$ cat config.mk
export PLATFORM = sky130hd
export DESIGN_NAME = instr_decode_stage
export DESIGN_NICKNAME = d
export VERILOG_FILES = /design/src/rtl/instr_decode_stage.sv
export SDC_FILE = /design/constraint.sdc
export NUM_CORES = 1
export LEC_CHECK = 0
export ABC_AREA = 1
export CAP_MARGIN = 25
export CELL_PAD_IN_SITES_DETAIL_PLACEMENT = 1
export CELL_PAD_IN_SITES_GLOBAL_PLACEMENT = 1
export CORE_MARGIN = 3
export CORE_UTILIZATION = 28
export CTS_BUF_LIST = sky130_fd_sc_hd__clkbuf_16
export DETAILED_ROUTE_END_ITERATION = 10
export PLACE_DENSITY = 0.82
export SLEW_MARGIN = 40
export SYNTH_ARGS = -nofsm -noshare
export SYNTH_HDL_FRONTEND = slang
export SYNTH_SLANG_ARGS = --single-unit
$ cat constraint.sdc
create_clock -name clk -period 2.9 [get_ports clk]
set_input_delay 0.58 -clock clk [delete_from_list [all_inputs] [get_ports clk]]
set_output_delay 0.58 -clock clk [all_outputs]
set_load 0.05 [all_outputs]
$ cat src/rtl/instr_decode_stage.sv
// Decode stage: one-entry output register between fetch and imm_mux/execute.
// Classifies each instruction into an immediate format, register indices, rd write-enable and an illegal flag.
module instr_decode_stage #(
  parameter int XLEN = 64,
  parameter int ILEN = 32
) (
  input  logic            clk,
  input  logic            reset,
  input  logic            flush,
  input  logic            in_valid,
  output logic            in_ready,
  input  logic [XLEN-1:0] in_pc,
  input  logic [ILEN-1:0] in_instr,
  output logic            out_valid,
  input  logic            out_ready,
  output logic [XLEN-1:0] out_pc,
  output logic [ILEN-1:0] out_instr,
  output logic [5:0]      out_imm_sel,
  output logic [4:0]      out_rs1,
  output logic [4:0]      out_rs2,
  output logic [4:0]      out_rd,
  output logic            out_rd_we,
  output logic            out_illegal
);

  localparam logic [5:0] IMM_I     = 6'b000000;
  localparam logic [5:0] IMM_S     = 6'b001001;
  localparam logic [5:0] IMM_B     = 6'b010010;
  localparam logic [5:0] IMM_U     = 6'b011011;
  localparam logic [5:0] IMM_J     = 6'b100100;
  localparam logic [5:0] IMM_SHAMT = 6'b101101;
  localparam logic [5:0] IMM_ZIMM  = 6'b110110;

  logic [6:0] w_opcode;
  logic [2:0] w_funct3;
  logic [4:0] w_rd;
  logic [5:0] w_imm_sel;
  logic       w_writes_rd;
  logic       w_illegal;
  logic       w_capture;

  assign w_opcode  = in_instr[6:0];
  assign w_funct3  = in_instr[14:12];
  assign w_rd      = in_instr[11:7];
  assign in_ready  = !out_valid || out_ready;
  assign w_capture = in_valid && in_ready;

  // Opcode/funct3 classification; every valid opcode ends in 2'b11, so a bad length field lands in default.
  always_comb begin
    w_imm_sel   = IMM_I;
    w_writes_rd = 1'b0;
    w_illegal   = 1'b0;
    case (w_opcode)
      7'b0110111, 7'b0010111: begin
        w_imm_sel   = IMM_U;
        w_writes_rd = 1'b1;
      end
      7'b1101111: begin
        w_imm_sel   = IMM_J;
        w_writes_rd = 1'b1;
      end
      7'b1100111: begin
        if (w_funct3 == 3'b000) begin
          w_writes_rd = 1'b1;
        end else begin
          w_illegal = 1'b1;
        end
      end
      7'b1100011: w_imm_sel = IMM_B;
      7'b0000011: w_writes_rd = 1'b1;
      7'b0001111: w_writes_rd = 1'b0;
      7'b0100011: w_imm_sel = IMM_S;
      7'b0010011, 7'b0011011: begin
        if (w_funct3 == 3'b001 || w_funct3 == 3'b101) begin
          w_imm_sel = IMM_SHAMT;
        end else begin
          w_imm_sel = IMM_I;
        end
        w_writes_rd = 1'b1;
      end
      7'b0110011, 7'b0111011: w_writes_rd = 1'b1;
      7'b1110011: begin
        if (w_funct3[2]) begin
          w_imm_sel = IMM_ZIMM;
        end else begin
          w_imm_sel = IMM_I;
        end
        w_writes_rd = (w_funct3 != 3'b000);
      end
      default: w_illegal = 1'b1;
    endcase
  end

  // Output register: reset > flush > capture > drain; payload held otherwise.
  always_ff @(posedge clk) begin
    if (reset) begin
      out_valid   <= 1'b0;
      out_pc      <= '0;
      out_instr   <= '0;
      out_imm_sel <= IMM_I;
      out_rs1     <= 5'd0;
      out_rs2     <= 5'd0;
      out_rd      <= 5'd0;
      out_rd_we   <= 1'b0;
      out_illegal <= 1'b0;
    end else if (flush) begin
      out_valid <= 1'b0;
    end else if (w_capture) begin
      out_valid   <= 1'b1;
      out_pc      <= in_pc;
      out_instr   <= in_instr;
      out_imm_sel <= w_imm_sel;
      out_rs1     <= in_instr[19:15];
      out_rs2     <= in_instr[24:20];
      out_rd      <= w_rd;
      out_rd_we   <= w_writes_rd && (w_rd != 5'd0);
      out_illegal <= w_illegal;
    end else if (out_ready) begin
      out_valid <= 1'b0;
    end else begin
      out_valid <= out_valid;
    end
  end

endmodule
==> After elaboration in Yosys (flattened, before gate mapping) <==
Index checks and enable logic that the tools add are counted.
{ "totals": {"reg_bits": 120, "input_bits": 101, "output_inout_bits": 121, "word_cells": 49} }
{ "op_classes": {"eq_ne": 15, "mux": 9, "n_bitwise": 1, "reduce_logical": 15} }
{ "ops": {"columns": ["op", "count"], "rows": [
  ["$pmux W6 S6", 1],
  ["$eq A7 B6 Y1 const B", 4],
  ["$eq A7 B7 Y1 const B", 4],
  ["$eq A7 B5 Y1 const B", 3],
  ["$mux W6", 2],
  ["$reduce_or A12 Y1", 1],
  ["$reduce_or A8 Y1", 1],
  ["$eq A7 B2 Y1 const B", 1],
  ["$eq A7 B4 Y1 const B", 1],
  ["$reduce_or A2 Y1", 3],
  ["$reduce_bool A5 Y1", 1],
  ["$mux W1", 4],
  ["$eq A3 B1 Y1 const B", 1],
  ["$eq A3 B3 Y1 const B", 1],
  ["$logic_not A3 Y1", 1],
  ["$pmux W1 S3", 1],
  ["$reduce_bool A3 Y1", 1],
  ["$logic_and A1 B1 Y1", 2],
  ["$logic_or A1 B1 Y1", 2],
  ["$pmux W1 S2", 1],
  ["$reduce_and A2 Y1", 1],
  ["$reduce_bool A2 Y1", 1],
  ["$logic_not A1 Y1", 1],
  ["$not A1 Y1", 1]
]} }

==> Depth between registers and ports, before layout <==
{ "depth": {"ltp_word": 4, "mapped_depth": 9, "depth_no_buf": 9} }

==> Worst setup path after synthesis <==
Ideal clock, no wire load.
{ "synth_timing": {"path_kind": "reg-to-output", "from": "register out_valid", "to": "output port in_ready", "t_arrival_ps": 1097, "required_time_ps": 2320, "setup_slack_ps": 1223, "path_stages_with_launch": 4, "n_path_buf": 0, "path_cell_list": "dfxtp_1 -> inv_1 -> nor2_2 -> inv_1"} }
{ "synth_via": {"elab_chain_len": 2} }
{ "synth_rtl": {"columns": ["element", "line", "text"], "rows": [
  ["start, declared", "14", "output logic out_valid,"],
  ["start signal, assigned", "121", "out_valid <= out_valid;"],
  ["$logic_not A1 Y1", "45", "assign in_ready = !out_valid || out_ready;"],
  ["$logic_or A1 B1 Y1", "45", null],
  ["end, declared", "11", "output logic in_ready,"]
]} }
Every way passes these cells.

==> Worst setup path after layout <==
{ "layout_timing": {"from": "register out_instr[18]", "to": "output port out_instr[18]"} }
{ "layout_rtl": {"columns": ["element", "line", "text"], "rows": [
  ["start, declared", "17", "output logic [ILEN-1:0] out_instr,"],
  ["start signal, assigned", "111", "out_instr <= in_instr;"]
]} }
No word-level cell between the ends.

==> metrics.txt <==
Max Clock Freq=467.5 MHz; cell taking the most area after synthesis=dfxtp_1; Worst VDD drop=352.2 uV; CP Class=reg -> out; fraction of synthesis flops using an asynchronous set or reset pin=0; Static Leak=2.605 nW; class of the worst hold path=reg -> reg; Placement Setup Slack=0.6407 ns; unrepaired setup endpoints after global routing=no; Max Cap Viol=0; number of global-route vias before repair=4321; Sw Share=0.3258; crit start category=register; Die W=125.1 um; busiest grt layer=met2; Netlist cell types=24; DR iter-0 viols=149; placed cell area=0.006082 mm^2; Final GP Congestion=0.8657; CP arrival=1.56 ns; required time of the critical path=2.32 ns; DRC Markers=0; period utilisation layout=0.7375; Mapped Cells=512; combinational share of power=0.263; First-pass DRT Iterations=4; GRT met2 Usage=0.3132; clock slew at reported path FFs=0.07 ns; Register-to-Register Path Depth=8; wire per inst=15.79 um; met3 Use GR=0.07505; Starting Density=0.2927; Critical Path Slowest Stage Cell=clkdlybuf4s50_1; final wirelength=13900 um; I/O pin count=222; filler instances=1626; Setup TNS=0 ns; die height=125.1 um; post-route setup slack=0.7612 ns; Worst path depth=1; hold path cells=2; total CTS buffers=9; Core Area=0.01356 mm^2; Ys Warns=0; CTS tree=done; Buffers on Ports=221; PostCTS Resize Cnt=0; Seq pwr share=0.431; average cell area after synthesis=7.752 um^2; half-perimeter wire length after placement=10110 um; CP Capture Type=output pin; share of layout cells above drive strength 1=0.03835; #FFs+latches synth=102; post-route cell area=0.006350 mm^2; Setup-failing EPs final=0; skew final=0.004116 ns; remaining global-route overflow=0; Sink Count=102; Routed Antenna Nets=0; Vias/cell=4.674; grt met1 use=0.1954; Post-CTS Setup Inserts=0; Max FO, Critical Path=3; Final min period=2.139 ns; die area=0.01564 mm^2; count of final hold-check violations=0; Seq/Total Area, Yosys=0.5145; Total GRT Usage=0.1768; # rows=42; Pint=0.002418 W; area share of the leading cell type in the synthesized netlist=0.5145; top cells by area, synth=dfxtp_1 51%, nor2_1 17%, o21ai_0 10%; clock share of power=0.306; P_sw=0.001168 W; Area Growth Syn to Fin=59.99%; global-route wire length before repair=22780 um; initial antenna violation count=0; Worst slew margin=0.6289; fin util=0.4683; CP max stage delay=0.83 ns; Largest delay share family, worst path=buffers and inverters; R2R setup slack=1.41 ns; via count=4113; PD cells=564.8 mW/mm^2; largest net degree at the start of global routing=113; Pins Over Slew Limit=0; crit-path cells=clkdlybuf4s50_1; status=finished clean; Worst Path Buf+Inv=1; Final nets=800; CTS Buffer Depth=2; synthesized area=0.003969 mm^2; Post-synth EDFFs=0; commonest cells in the synthesized netlist=182 x nor2_1, 102 x dfxtp_1, 81 x o21ai_0; Worst-Skew Late Latency=0.35 ns; Main synth FF type=dfxtp_1; placed cells=864; Hold-fix buffers, CTS=0; final cell count without fillers=880; syn nets=613; Worst Tran Pin Value=0.5549 ns; cell with the most instances after synthesis=nor2_1; htree depth=3; ant diodes=0; Clock Root Buffer=clkbuf_16
[final cells by class]
class / instances / area, um^2 / share of cell area
Sequential cell: 102 / 2042 / 0.3216
Timing Repair Buffer: 225 / 2265 / 0.3566
Clock inverter: 7 / 42.54 / 0.006700
Multi-Input combinational cell: 341 / 1480 / 0.2331
Clock buffer: 9 / 225.2 / 0.03547
Inverter: 20 / 75.07 / 0.01182
Tap cell: 176 / 220.2 / 0.03468
[cell families (layout without fill, tap and decap cells)]
| kind of cell | Yosys count | count (layout) | synth area share |
|---|---|---|---|
| compound gates | 115 | 115 | 0.1472 |
| simple gates | 226 | 226 | 0.2257 |
| flops | 102 | 102 | 0.5145 |
| buf+inv | 69 | 261 | 0.1125 |
[state kept, by name (all words and copies together), names as in the netlist]
register / count
out_illegal: 1
out_instr: 32
out_pc: 64
out_imm_sel: 3
out_rd_we: 1
out_valid: 1
[tightest hold or removal path: cells and delay by family, from the launching register on]
family	cells	cell delay, ns
flip-flops	1	0.32
AND/OR/NAND/NOR	1	0.08
AO/OA/AOI/OAI	1	0.05
[routing by layer]
metal,part of all wire,vias up
met4,0.013,0
met3,0.081,18
li1,-,1994
met5,0,-
met2,0.50,140
met1,0.40,1961
[path summary, 6_finish.rpt]
check | start | end
max | out_instr[18]$_SDFFE_PP0P_ | out_instr[18]
min | out_rd_we$_SDFFE_PP0P_ | out_rd_we$_SDFFE_PP0P_
max reg2reg | out_valid$_SDFFE_PP0P_ | out_rd_we$_SDFFE_PP0P_
min reg2reg | out_rd_we$_SDFFE_PP0P_ | out_rd_we$_SDFFE_PP0P_
[power groups by stage]
stage               logic (W)  clock network, W  registers, W
detailed placement   0.000948                 0       0.00158
floorplan            0.000250                 0       0.00189
global placement     0.000931                 0       0.00157
finish               0.000942           0.00110       0.00155
CTS                  0.000953           0.00115       0.00155
global route         0.000996           0.00122       0.00156
[placed cells by master, fill, tap and decap left out]
cell and count:
clkinv_2 2, a21oi_2 1, clkbuf_16 9, nand3_1 11, nand4_1 3, a21oi_1 14
clkinv_4 2, nor3_1 2, clkinv_1 2, o21ai_1 17, o21ai_0 81, nand3_2 1
buf_4 3, clkinvlp_4 1, dfxtp_1 102, buf_12 2, nor3_4 1, nand2_1 24
nor2_2 2, inv_2 3, a211oi_1 1, inv_1 17, clkdlybuf4s50_1 220, nor2_1 182
o31ai_1 1
[metrics by stage]
step / hold slack (ns) / total power (W)
detailed placement: 0.4811 / 0.002524
finish: 0.4893 / 0.003587
floorplan: 0.6424 / 0.002141
global route: 0.5191 / 0.003771
CTS: 0.4912 / 0.003651
global placement: 0.4726 / 0.002502
Note: power is estimated with default switching activity, not from simulation.
